--- config.mk ---
export PLATFORM = sky130hd
export DESIGN_NAME = load_store_unit
export DESIGN_NICKNAME = d
export VERILOG_FILES = /design/src/rtl/load_store_unit.sv
export SDC_FILE = /design/constraint.sdc
export NUM_CORES = 1
export LEC_CHECK = 0
export CAP_MARGIN = 0
export CORE_MARGIN = 4
export CORE_UTILIZATION = 49
export DETAILED_ROUTE_END_ITERATION = 10
export MAX_ROUTING_LAYER = met4
export PLACE_DENSITY = 0.79
export SLEW_MARGIN = 25
export SYNTH_ARGS = -nofsm -noshare
export SYNTH_HDL_FRONTEND = slang
export SYNTH_SLANG_ARGS = --single-unit
export TNS_END_PERCENT = 5
--- constraint.sdc ---
create_clock -name clk -period 2.8 [get_ports clk]
set_input_delay 0.56 -clock clk [delete_from_list [all_inputs] [get_ports clk]]
set_output_delay 0.56 -clock clk [all_outputs]
set_load 0.03 [all_outputs]
--- src/rtl/load_store_unit.sv ---
// Load/store unit: sequences byte/half/word loads and stores to a word-wide
// combinational-read data memory; sub-word stores use read-modify-write.
// Optional feature macro: LSU_MISALIGN_TRAP_EN (misaligned half/word -> error;
// when undefined, half/word addresses are forced to natural alignment).
// Ports: clk, rst_n (sync, active-low); req_valid/req_ready/req_we/req_size/
// req_unsigned/req_addr/req_wdata (request); resp_valid/resp_rdata/resp_err
// (one-cycle response); mem_addr/mem_wdata/mem_we/mem_rdata (data memory).
module load_store_unit #(
   parameter int unsigned MEM_WORDS = 100001
) (
   input  logic        clk,
   input  logic        rst_n,
   input  logic        req_valid,
   output logic        req_ready,
   input  logic        req_we,
   input  logic [1:0]  req_size,
   input  logic        req_unsigned,
   input  logic [31:0] req_addr,
   input  logic [31:0] req_wdata,
   output logic        resp_valid,
   output logic [31:0] resp_rdata,
   output logic        resp_err,
   output logic [31:0] mem_addr,
   output logic [31:0] mem_wdata,
   output logic        mem_we,
   input  logic [31:0] mem_rdata
);

   typedef enum logic [1:0] {IDLE, READ, WRITE, RESP} state_t;

   state_t      state_q, state_d;
   logic        we_q, uns_q, err_q;
   logic [1:0]  size_q;
   logic [31:0] addr_q, wdata_q, word_q, rdata_q;

   logic        acc;
   logic        err_new;
   logic [31:0] addr_al;
   logic [31:0] widx;
   logic [4:0]  sh_amt;
   logic [31:0] rd_sh;
   logic [31:0] ld_ext;
   logic [31:0] lane_mask;
   logic [31:0] merged;

   assign acc = req_valid & (state_q == IDLE);

   // Request decode: alignment handling and error detection at acceptance.
   always_comb begin
      addr_al = req_addr;
`ifndef LSU_MISALIGN_TRAP_EN
      if (req_size == 2'b01) addr_al[0] = 1'b0;
      if (req_size == 2'b10) addr_al[1:0] = 2'b00;
`endif
      widx    = {2'b00, req_addr[31:2]};
      err_new = (req_size == 2'b11) | (widx >= 32'(MEM_WORDS));
`ifdef LSU_MISALIGN_TRAP_EN
      if (req_size == 2'b01 && req_addr[0]) err_new = 1'b1;
      if (req_size == 2'b10 && req_addr[1:0] != 2'b00) err_new = 1'b1;
`endif
   end

   // Lane shift shared by load extraction and store merge; halves are
   // always half-aligned here, so addr[0] contributes zero for them.
   assign sh_amt = {addr_q[1:0], 3'b000};
   assign rd_sh  = mem_rdata >> sh_amt;

   always_comb begin
      ld_ext = mem_rdata;
      unique case (size_q)
         2'b00: ld_ext = uns_q ? {24'h0, rd_sh[7:0]}
                               : {{24{rd_sh[7]}}, rd_sh[7:0]};
         2'b01: ld_ext = uns_q ? {16'h0, rd_sh[15:0]}
                               : {{16{rd_sh[15]}}, rd_sh[15:0]};
         default: ld_ext = mem_rdata;
      endcase
   end

   always_comb begin
      lane_mask = 32'hFFFF_FFFF;
      if (size_q == 2'b00) lane_mask = 32'h0000_00FF << sh_amt;
      if (size_q == 2'b01) lane_mask = 32'h0000_FFFF << sh_amt;
      merged = (word_q & ~lane_mask) | ((wdata_q << sh_amt) & lane_mask);
   end

   always_comb begin
      state_d = state_q;
      unique case (state_q)
         IDLE: begin
            if (acc) begin
               if (err_new)                state_d = RESP;
               else if (!req_we)           state_d = READ;
               else if (req_size == 2'b10) state_d = WRITE;
               else                        state_d = READ;
            end
         end
         READ:    state_d = we_q ? WRITE : RESP;
         WRITE:   state_d = RESP;
         RESP:    state_d = IDLE;
         default: state_d = IDLE;
      endcase
   end

   always_ff @(posedge clk) begin
      if (!rst_n) begin
         state_q <= IDLE;
         we_q    <= 1'b0;
         uns_q   <= 1'b0;
         err_q   <= 1'b0;
         size_q  <= 2'b00;
         addr_q  <= 32'h0;
         wdata_q <= 32'h0;
         word_q  <= 32'h0;
         rdata_q <= 32'h0;
      end else begin
         state_q <= state_d;
         if (acc) begin
            we_q    <= req_we;
            uns_q   <= req_unsigned;
            err_q   <= err_new;
            size_q  <= req_size;
            addr_q  <= addr_al;
            wdata_q <= req_wdata;
            if (err_new) rdata_q <= 32'h0;
         end
         if (state_q == READ) begin
            word_q <= mem_rdata;
            if (!we_q) rdata_q <= ld_ext;
         end
         if (state_q == WRITE) rdata_q <= 32'h0;
      end
   end

   assign req_ready  = (state_q == IDLE);
   assign resp_valid = (state_q == RESP);
   assign resp_err   = (state_q == RESP) & err_q;
   assign resp_rdata = rdata_q;

   // Reset gates the write strobe so an interrupted WRITE leaves memory intact.
   assign mem_we    = (state_q == WRITE) & rst_n;
   assign mem_addr  = (state_q == READ || state_q == WRITE)
                      ? {addr_q[31:2], 2'b00} : 32'h0;
   assign mem_wdata = (state_q != WRITE) ? 32'h0
                      : (size_q == 2'b10) ? wdata_q : merged;

endmodule

==> impl_metrics.py, run 1 <==
metrics = {
    "yosys": {
        "yosysUniqueCellTypes": 56,
        "synth.avg_cell_area_um2": 8.49,
        "synthCells": 848,
        "synth.top_cells.by_area": "dfxtp_1, mux2i_1, nand2_1",
        "yosysWarnings": 0,
        "synth_top_area_frac": 0.375,
        "yosysSeqAreaShare": 0.375,
        "netlist_area_um2": 7200,
        "ys_dominant_reg_cell": "dfxtp_1",
        "ys_async_sr_fraction": 0,
        "synth-seq-cells": 135,
        "synth_top_area_cell": "dfxtp_1",
        "synth_edf_count": 0,
    },
    "global_routing": {
        "grt.overflow.total": 0,
        "grt_usage": 0.269,
        "grt_pass1_vias": 6570,
        "antenna_found_initial": 0,
        "grt_pass1_wl_um": 34000,
        "grt_max_degree": 68,
    },
    "worst_setup_path": {
        "ff2ff_path_depth": 7,
        "cp.arrival_ps": 2230,
        "cp-end-kind": "primary output",
        "r2r-end": "resp_rdata[15]",
        "critical_path.endpoint": "mem_wdata[18]",
        "crit_path_start_kind": "flip-flop",
        "cp_data_required_time_ps": 2240,
        "reg2reg_from": "state_q[0]",
        "critical_path.startpoint": "addr_q[0]",
        "critPathMaxFanout": 4,
        "path_class": "flip-flop to primary output",
        "r2r_slack_ps": 480,
    },
    "sta": {
        "tightestPinTransition_ps": 591,
        "maxSlewViolCount": 0,
        "setup_viol": 0,
        "final.period_utilization": 0.997,
        "skew_ps": 7.36,
        "final_hold_viol_count": 0,
        "slew_headroom": 0.605,
        "rsz0062_at_grt": "true",
        "max_freq_ghz": 0.358,
        "finalCriticalPeriod_ps": 2790,
    },
    "clocking": {
        "cts_made_buffers": 17,
        "clock-sinks": 135,
        "cts.hold.buffers_added": 0,
        "cts_max_level": 4,
        "cts_root_buf": "clkbuf_16",
        "clkLatencyLatePin_ps": 420,
        "cts.clk_slew.worst_paths_ps": 60,
        "cts_buffer_depth": 2,
        "cts_tree": "done",
    },
    "layout": {
        "num-fill-cells": 1240,
        "diodes": 0,
        "final_nets": 1142,
        "layout_common_cells": "nand2_1, clkdlybuf4s50_1, dfxtp_1",
        "drive_gt1_frac": 0.138,
        "mostFrequentLayoutCell": "nand2_1",
        "utilization": 0.688,
        "syn2layout_area_growth_pct": 38.5,
        "final_cell_area_um2": 9970,
    },
    "min_path": {
        "hold_path.class": "flip-flop to flip-flop",
        "hold_path_depth": 2,
    },
    "route": {
        "finalWirelength_um": 22200,
        "num_vias": 6902,
        "drcViolationCount": 0,
        "antenna_left": 0,
        "vias_per_cell": 5.62,
        "drt_iter0_markers": 595,
        "wl_per_cell_um": 18.1,
        "drt_pass1_iterations": 5,
    },
    "status": {
        "outcome": "complete, no violations",
    },
    "pwr": {
        "peakVddDrop_v": 0.000528,
        "switchingPower_uw": 3290,
        "power_density_nw_per_um2": 852,
        "p_total_uw": 8500,
        "p_seq_frac": 0.311,
        "pwr-share-comb": 0.424,
        "power.leakage_uw": 0.00401,
        "p_sw_frac": 0.387,
        "power_frac_clock": 0.264,
        "internal_power_uw": 5200,
    },
    "floorplan": {
        "core-area_um2": 14500,
        "initial_utilization": 0.497,
        "rows": 44,
        "pin_count": 203,
        "die_width_um": 129,
        "die-area_um2": 16700,
        "die_y_um": 129,
    },
    "job": {
        "maxCapViolations": 0,
    },
    "place": {
        "place_area_um2": 9330,
        "portBuffers": 200,
        "gp_congestion": 0.913,
        "dp_hpwl_um": 16000,
    },
}
cells by family after synthesis:
kind of cell    Yosys count  share of synthesized area
simple gates            321                      0.214
compound gates          236                      0.249
flops                   135                      0.375
buf+inv                  75                     0.0455
mux                      72                      0.102
fa+ha+maj                 8                     0.0139
other cells               1                   0.000521
registers in the layout, summed over array words and instances (netlist names):
register,flops
addr_q,32
resp_rdata,32
wdata_q,32
word_q,32
size_q,2
state_q,2
err_q,1
uns_q,1
we_q,1
worst max-delay path, cell delays in order, from the launching register on:
cell             delay [ps]
dfxtp_2                 360
clkinv_1                120
ha_1                    210
nor2b_1                 150
a211oi_4                230
buf_4                   170
mux2i_1                 190
o22ai_1                  90
clkdlybuf4s15_2         290
metal layers:
| layer | global-route usage | part of all wire | up-vias |
|---|---|---|---|
| li1 | - | - | 3321 |
| met1 | 0.341 | 0.43 | 3209 |
| met2 | 0.413 | 0.46 | 317 |
| met3 | 0.0701 | 0.082 | 55 |
| met4 | 0.101 | 0.028 | 0 |
| met5 | - | 0 | - |
what timing repair did:
item,4_1_cts,5_1_grt
buffers inserted,1,1
pin swaps,1,1
endpoints found under the setup margin,56,35
gates resized for setup,41,15
cells in the mapped netlist, drive strengths merged, types with 10 or more instances:
cell type,instances
a211oi,10
a21boi,69
a21oi,40
a22oi,17
and2,35
buf,17
clkbuf,52
dfxtp,135
mux2i,64
nand2,169
nand2b,12
nand3,10
nor2,21
nor2b,55
o21ai,26
o22ai,15
o2bb2ai,24
worst min path at each step:
| stage | from | to | slack [ps] |
|---|---|---|---|
| 3_3_place_gp | addr_q[5] | addr_q[5] | 440 |
| 2_1_floorplan | addr_q[28] | addr_q[28] | 440 |
| 5_1_grt | addr_q[13] | addr_q[13] | 470 |
| 6_report | addr_q[13] | addr_q[13] | 450 |
| 4_1_cts | addr_q[11] | addr_q[11] | 460 |
| 3_5_place_dp | addr_q[11] | addr_q[11] | 450 |
power groups by stage:
stage          clock (uW)  combinational [uW]  sequential [uW]
6_report             2250                3610             2640
5_1_grt              2370                3910             2680
4_1_cts              2270                3580             2640
3_5_place_dp            0                3600             2670
3_3_place_gp            0                3560             2660
2_1_floorplan           0                2230             2750
final cells by class:
type / count / area [um^2] / share of cell area
multi-input cells: 639 / 4220 / 0.423
clock inverters: 11 / 123 / 0.0123
clock buffers: 21 / 480 / 0.0482
well taps: 184 / 230 / 0.0231
repair buffers: 233 / 2190 / 0.220
inverters: 5 / 18.8 / 0.00188
flip-flops and latches: 135 / 2710 / 0.271
per-stage QoR:
step | worst slack (ps) | setup TNS [ps] | cells | hold WS [ps]
6_report | 7.04 | 0 | 1228 | 454
5_1_grt | -99.8 | -1120 | 1228 | 475
4_1_cts | -86.4 | -377 | 1227 | 459
3_5_place_dp | -15.5 | -27.2 | 1194 | 452
3_3_place_gp | 9.84 | 0 | 1194 | 444
2_1_floorplan | 16.5 | 0 | 849 | 439
(Power assumes the default switching activity.)
==> run 2, diff against run 1 <==
Settings changed: CTS_CLUSTER_SIZE set to 30.
==> results of run 2 <==
The final DEF is identical to that of run 1; final timing and power are the same.
==> run 3, diff against run 2 <==
Settings changed: SETUP_SLACK_MARGIN set to 0.05.
==> run 3 against run 2 <==
- die area stayed put
- fmax is 1.5% higher
- combinational power hardly changed
- sequential share of layout area is 0.20 points lower
- clock-buffer cell count is 1 higher
- clock power hardly changed
- power is 0.23% higher
- final area is 0.92% higher
- global-route usage is 0.065 points lower
- critical path depth stayed put
- clock skew hardly changed
- critical endpoint is now mem_wdata[21]
- highest routed layer unchanged
==> impl_metrics.py, run 3 (synthesized netlist as in run 1, its figures left out) <==
metrics = {
    "clocking": {
        "cts_buffer_depth": 2,
        "cts_made_buffers": 17,
        "cts_tree": "done",
        "cts_root_buf": "clkbuf_16",
        "cts.clk_slew.worst_paths_ps": 60,
        "clkLatencyLatePin_ps": 420,
        "clock-sinks": 135,
        "cts_max_level": 4,
    },
    "global_routing": {
        "grt_max_degree": 68,
        "grt.overflow.total": 0,
        "antenna_found_initial": 0,
        "grt_usage": 0.268,
        "grt_pass1_wl_um": 33700,
        "grt_pass1_vias": 6420,
    },
    "place": {
        "dp_hpwl_um": 15700,
        "gp_congestion": 0.922,
        "portBuffers": 200,
        "dp.cells": 1191,
    },
    "worst_setup_path": {
        "cp-end-kind": "primary output",
        "path_class": "flip-flop to primary output",
        "cpPeakStageDelay_ps": 420,
        "critical_path.cell_chain": "inv_4 > ha_1 > nor2b_1 > a211oi_4 > buf_6 > mux2i_1 > o22ai_1 > buf_4",
        "path_buf_inv": 3,
        "cp_data_required_time_ps": 2240,
        "crit_path_start_kind": "flip-flop",
        "cp_slowest_cell": "dfxtp_4",
        "critPathMaxFanout": 5,
        "cp.arrival_ps": 2190,
        "path_delay_family": "buffers and inverters",
    },
    "sta": {
        "final.period_utilization": 0.983,
        "maxSlewViolCount": 0,
        "finalSetupTns_ps": 0,
        "skew_ps": 7.37,
        "tightestPinTransition_ps": 670,
        "rsz0062_at_grt": "true",
        "max_freq_ghz": 0.363,
        "final_hold_viol_count": 0,
        "slew_headroom": 0.553,
        "finalCriticalPeriod_ps": 2750,
        "setup_viol": 0,
        "whs_ps": 458,
    },
    "layout": {
        "mostFrequentLayoutCell": "nand2_1",
        "drive_gt1_frac": 0.146,
        "diodes": 0,
        "multi_input_comb_area_um2": 4290,
        "regArea_um2": 2710,
        "final_nets": 1141,
        "syn2layout_area_growth_pct": 39.8,
        "stdcell_count": 1227,
        "num-fill-cells": 1182,
        "layout_common_cells": "nand2_1, clkdlybuf4s50_1, dfxtp_1",
    },
    "route": {
        "wl_per_cell_um": 18.3,
        "drcViolationCount": 0,
        "antenna_left": 0,
        "drt_iter0_markers": 625,
        "num_vias": 6831,
        "vias_per_cell": 5.57,
        "finalWirelength_um": 22500,
        "drt_pass1_iterations": 6,
    },
    "pwr": {
        "power.leakage_uw": 0.00398,
        "power_density_nw_per_um2": 846,
        "peakVddDrop_v": 0.000553,
        "p_total_uw": 8520,
    },
    "floorplan": {
        "die_width_um": 129,
        "die_y_um": 129,
        "core-area_um2": 14500,
        "initial_utilization": 0.497,
        "pin_count": 203,
        "rows": 44,
        "die-area_um2": 16700,
    },
    "job": {
        "maxCapViolations": 0,
    },
    "status": {
        "outcome": "complete, no violations",
    },
    "min_path": {
        "hold_path.class": "flip-flop to flip-flop",
    },
}
==> run 3: final cells by class <==
type	instances	share of cell area
multi-input combinational	639	0.426
clock buffer	22	0.0481
sequential	135	0.270
tap	184	0.0229
inverter	5	0.00211
clock inverter	10	0.0119
timing repair buffer	232	0.219
==> run 3: where the power goes <==
part	switching [uW]	internal (uW)
clock	844	1410
combinational	2140	1470
sequential	331	2320
==> run 3: path summary, 6_finish.rpt <==
check	cells past startpoint	startpoint	end	slack [ps]
max	8	addr_q[0]	mem_wdata[21]	50
min	2	addr_q[2]	addr_q[2]	460
max reg2reg	7	state_q[0]	resp_rdata[15]	510
min reg2reg	2	addr_q[2]	addr_q[2]	460
==> run 3: worst register-to-register path, cell delays in order, from the launching register on <==
cell and delay (ps):
dfxtp_1 380, inv_1 80, ha_1 290, or2b_2 350, or3_2 490, o31ai_4 220
buf_12 230, a22o_2 200
==> run 3: through the flow <==
| step | instance area (um^2) | util | setup slack [ps] |
|---|---|---|---|
| 2_1_floorplan | 7220 | - | 30.7 |
| 3_3_place_gp | 9320 | 0.643 | -6.03 |
| 3_5_place_dp | 9320 | 0.643 | -23.5 |
| 4_1_cts | 9910 | 0.684 | -125 |
| 5_1_grt | 10100 | 0.695 | -17.1 |
| 6_report | 10100 | 0.695 | 48.6 |
==> run 3: timing repair <==
action                     CTS  global route
resized for setup           47            29
setup endpoints to repair   63            31
hold buffers                 0             0
pin swaps                    1             4
gates cloned                 0             2
hold endpoints to repair     0             0
setup buffers                1             1
==> run 3: layer usage <==
metal	part of all wire	global-route usage	wire [um]
met5	0	-	0
met4	0.032	0.0815	714
met3	0.091	0.0763	2040
met2	0.46	0.418	10300
met1	0.42	0.340	9460
